--- src/rtl/syndrome_ctrl.sv ---
// syndrome_ctrl: frame sequencer for a 32-bit-parallel BCH(8191,8087,t=8) syndrome unit.
// Streams one codeword into the accumulators, captures S1..S16 and hands them downstream.
module syndrome_ctrl #(
    parameter int CODE_LENGTH = 8191,
    parameter int PARALLEL    = 32,
    parameter int M           = 13,
    parameter int NSYN        = 16,
    parameter int SYN_LAT     = 1
) (
    input  logic                clk,
    input  logic                reset,
    input  logic [PARALLEL-1:0] in_data,
    input  logic                in_valid,
    input  logic                in_last,
    output logic                in_ready,
    output logic                syn_clr,
    output logic                syn_en,
    output logic [PARALLEL-1:0] syn_r,
    input  logic [NSYN*M-1:0]   syn_s,
    output logic [NSYN*M-1:0]   out_s,
    output logic                out_err,
    output logic                out_ferr,
    output logic                out_valid,
    input  logic                out_ready,
    output logic [15:0]         err_cnt
);
    localparam int WORDS   = (CODE_LENGTH + PARALLEL) / PARALLEL;
    localparam int CNT_W   = (WORDS > 1) ? $clog2(WORDS) : 1;
    localparam int DRAIN_W = (SYN_LAT > 1) ? $clog2(SYN_LAT) : 1;

    typedef enum logic [1:0] {
        CLEAR = 2'd0,
        LOAD  = 2'd1,
        DRAIN = 2'd2,
        HOLD  = 2'd3
    } state_t;

    state_t             state, state_nx;
    logic [CNT_W-1:0]   count;
    logic [DRAIN_W-1:0] drain_cnt;
    logic               ferr_q;

    logic accept, frame_end, capture, at_last, syn_nonzero;

    assign at_last     = (count == CNT_W'(WORDS - 1));
    assign syn_nonzero = |syn_s;

    // NOTE: every signal driven here gets a default before the case, so no path
    // through the block leaves a value unassigned and no latch can be inferred.
    always_comb begin
        state_nx  = state;
        in_ready  = 1'b0;
        syn_clr   = 1'b0;
        syn_en    = 1'b0;
        syn_r     = '0;
        accept    = 1'b0;
        frame_end = 1'b0;
        capture   = 1'b0;
        unique case (state)
            CLEAR: begin
                // Gated by reset so the clear pulse only fires once reset is released.
                syn_clr  = reset;
                state_nx = LOAD;
            end
            LOAD: begin
                in_ready = 1'b1;
                if (in_valid) begin
                    accept = 1'b1;
                    syn_en = 1'b1;
                    syn_r  = in_data;
                    // The first bit in time is the pad that rounds 8191 up to 256 words.
                    if (count == '0) syn_r[PARALLEL-1] = 1'b0;
                    if (in_last || at_last) begin
                        frame_end = 1'b1;
                        state_nx  = DRAIN;
                    end
                end
            end
            DRAIN: begin
                if (drain_cnt == DRAIN_W'(SYN_LAT - 1)) begin
                    capture  = 1'b1;
                    state_nx = HOLD;
                end
            end
            HOLD: begin
                if (out_ready) state_nx = CLEAR;
            end
            default: state_nx = CLEAR;
        endcase
    end

    // NOTE: sequential state uses non-blocking assignments so every register
    // samples the pre-edge values, independent of statement order.
    always_ff @(posedge clk or negedge reset) begin
        if (!reset) begin
            state     <= CLEAR;
            count     <= '0;
            drain_cnt <= '0;
            ferr_q    <= 1'b0;
            out_s     <= '0;
            out_err   <= 1'b0;
            out_ferr  <= 1'b0;
            out_valid <= 1'b0;
            err_cnt   <= '0;
        end else begin
            state <= state_nx;

            if (frame_end) begin
                count  <= '0;
                // Length is right only when the marked word is exactly the last one.
                ferr_q <= ~(in_last & at_last);
            end else if (accept) begin
                count <= count + 1'b1;
            end

            if (state == DRAIN) drain_cnt <= capture ? '0 : drain_cnt + 1'b1;

            if (capture) begin
                out_s     <= syn_s;
                out_ferr  <= ferr_q;
                out_err   <= ~ferr_q & syn_nonzero;
                out_valid <= 1'b1;
                if (~ferr_q && syn_nonzero && (err_cnt != 16'hFFFF)) err_cnt <= err_cnt + 16'd1;
            end else if (out_valid && out_ready) begin
                out_valid <= 1'b0;
            end
        end
    end

endmodule

--- config.mk ---
export PLATFORM = sky130hd
export DESIGN_NAME = syndrome_ctrl
export DESIGN_NICKNAME = d
export VERILOG_FILES = /design/src/rtl/syndrome_ctrl.sv
export SDC_FILE = /design/constraint.sdc
export NUM_CORES = 1
export LEC_CHECK = 0
export CAP_MARGIN = 30
export CORE_AREA = 2 2 196 198
export CTS_BUF_LIST = sky130_fd_sc_hd__clkbuf_4 sky130_fd_sc_hd__clkbuf_8 sky130_fd_sc_hd__clkbuf_16
export CTS_CLUSTER_DIAMETER = 100
export DETAILED_ROUTE_END_ITERATION = 6
export DIE_AREA = 0 0 198 200
export SKIP_CTS_REPAIR_TIMING = 1
export SYNTH_ARGS = -nofsm -noshare
export SYNTH_HDL_FRONTEND = slang
export SYNTH_SLANG_ARGS = --single-unit
export TNS_END_PERCENT = 1
--- constraint.sdc ---
create_clock -name clk -period 2.9 [get_ports clk]
set_clock_uncertainty 0.1 [all_clocks]
set_input_delay 0.87 -clock clk [delete_from_list [all_inputs] [get_ports clk]]
set_output_delay 0.87 -clock clk [all_outputs]
set_load 0.02 [all_outputs]
==> impl_metrics.tcl <==
set metrics [dict create \
    ys.flop_type "dfrtp_1" \
    rr_startpoint "state[0]" \
    first_global_vias 8897 \
    synth_commonest_cells "dfrtp_1 (239), mux2_2 (209), nor4_1 (52)" \
    power_mw 18.9 \
    synth_area_leader_cell "dfrtp_1" \
    numCtsBuffers 29 \
    tns_ns 0 \
    final_core_util_pct 46.3 \
    regArea_um2 5980 \
    overflow 0 \
    busiest_layer "met2" \
    die_width_um 198 \
    synth-seq-cells 239 \
    vias 8247 \
    yosysSeqAreaShare_pct 60.1 \
    multiInputGateArea_um2 3860 \
    via_per_inst 4.48 \
    peakVddDrop_v 0.000954 \
    drc 0 \
    cp_max_fo 24 \
    dr.pass1.iters 4 \
    grt_max_degree 117 \
    final_nets 1568 \
    hp-class "input pin to asynchronous set/reset pin" \
    track_usage_pct 17.7 \
    yosysWarnings 0 \
    io_buffer_count 506 \
    wirelength_um 36400 \
    antenna_found_initial 1 \
    antenna_left 0 \
    critPathArrivalTime_ns 1.85 \
    synth_edf_count 0 \
    fp.dieH_um 200 \
    ys_top_cells_by_area "dfrtp_1 (60%), mux2_2 (24%), nor4_1 (3.3%), and3_1 (2.1%), xnor2_1 (1.3%)" \
    place.gp.congestion 0.835 \
    cap_violations 0 \
    cp.required_ns 1.93 \
    grt_setup_unrepaired "true" \
    clockBufferDepth 3 \
    whs_ns 0.319 \
    critical_path_class "flip-flop to primary output" \
    crit_path_start "state[1]" \
    outcome "complete, no violations" \
    numPlacedInstances 1795 \
    max_clock_freq_mhz 354 \
    synth_area_um2 9950 \
    drive_gt1_share_pct 29.8 \
    worst_pin_slew_ns 0.916 \
    synth_nets 958 \
    htree_levels 1 \
    drtIter0Drc 218 \
    yosysMostFrequentCell "dfrtp_1" \
    layout.cells.non_filler 1842 \
    cts_tree "yes" \
    clk_latency_ns 0.56 \
    finalHoldViolations 0 \
    fin_crit_ns 2.82 \
    wl_per_cell_um 19.8 \
    syn_to_final_growth_pct 73.9 \
    coreArea_um2 37400 \
    worstSetupStartpointType "flip-flop" \
    power.density_nw_per_um2 1090 \
    cp-end-kind "primary output" \
    synth_top_area_share_pct 60.1 \
    ios 507 \
    initial_core_util_pct 26.6 \
    synth_cell_types 39 \
    clockRootBuffer "clkbuf_16" \
    dp_hpwl_um 28100 \
    rows 71 \
    fillers 3458 \
    drv_slew 0 \
    min_period_over_period_pct 97.4 \
    met3_usage_pct 6.65 \
    clkSinkCount 239 \
    grt_util_met2_pct 32.8 \
    met1_usage_pct 19.4 \
    syn_avg_cell_area_um2 14.1 \
    cts.clk_slew.worst_paths_ns 0.06 \
    die_area_um2 39600 \
    setup_violations 0 \
    synthArstFlopShare_pct 100 \
    grt_pass1_wl_um 53300 \
    leakage_nw 7.49 \
    synthCells 705 \
    slew_headroom_pct 39.0 \
]
## flip-flops by register name (all words and copies together) (netlist names)
signal	cells
count	8
drain_cnt	1
err_cnt	16
ferr_q	1
out_err	1
out_ferr	1
out_s	208
out_valid	1
state	2
## worst paths after layout
kind,end,cells past startpoint,slack (ns)
max in group asynchronous,out_s[176],3,0.99
hold / removal,out_s[98],2,0.32
hold reg to reg,out_s[65],1,0.40
min in group clk,out_s[65],1,0.40
setup / recovery,syn_r[24],5,0.08
setup reg to reg,err_cnt[14],7,0.62
## cells in the final DEF (no fill, tap or decap), types with 3 or more instances in the layout
cell | synthesis | final
mux2_2 | 209 | 209
ha_1 | 8 | 7
a22o_1 | 3 | 3
a31oi_1 | 3 | 3
xnor2_1 | 15 | 15
nor3_1 | 10 | 9
nand4_1 | 18 | 18
dfrtp_1 | 239 | 239
clkbuf_8 | 0 | 5
and3_1 | 34 | 34
buf_12 | 0 | 3
a21oi_1 | 3 | 3
clkbuf_16 | 0 | 29
nor4_1 | 52 | 46
inv_1 | 6 | 6
nand2_1 | 15 | 15
nand3_1 | 13 | 13
o21ai_0 | 7 | 7
buf_4 | 0 | 100
nor2_1 | 10 | 10
dlymetal6s2s_1 | 0 | 21
clkbuf_4 | 0 | 6
nor4_2 | 3 | 8
clkbuf_2 | 0 | 14
clkdlybuf4s50_1 | 0 | 469
## layer usage
layer	share of wire [%]	vias to the layer above	routed length, µm
met3	10	50	3660
li1	-	3833	-
met2	51	346	18500
met5	0	-	0
met1	37	4018	13600
met4	1.9	0	682
## metrics by stage
| stage | instance area (µm²) | setup WS (ns) |
|---|---|---|
| after floorplan | 9950 | 0.221 |
| after global placement | 16300 | -0.740 |
| after detailed placement | 16300 | -0.671 |
| after CTS | 17300 | -0.511 |
| after global routing | 17300 | -0.0296 |
| final | 17300 | 0.0765 |
## cells by family after synthesis
kind of cell / after synthesis / synth area share (%)
fa+ha+maj: 8 / 1.01
compound gates: 19 / 1.18
flops: 239 / 60.1
mux: 212 / 24.0
xor+xnor: 16 / 1.41
buf+inv: 39 / 1.80
simple gates: 172 / 10.5
## area by class of cell
class	instances	share of cell area (%)
multi-input cells	427	22.3
diodes	1	0.0145
clock inverters	6	0.434
repair buffers	611	34.0
clock buffers	40	4.85
inverters	7	0.152
well taps	511	3.69
flip-flops and latches	239	34.6
## where the power goes
group          switching, mW  internal (mW)  leakage (nW)
clock network           1.42           2.09         0.453
logic                   4.49           5.03          4.21
registers              0.855           4.96          2.82
## worst max-delay path: stages, from the launching register on
cell and delay (ns):
dfrtp_1 0.41, inv_1 0.14, ha_4 0.18, buf_6 0.17, and3_1 0.17, dlymetal6s2s_1 0.22
Note: power is estimated with default switching activity, not from simulation.
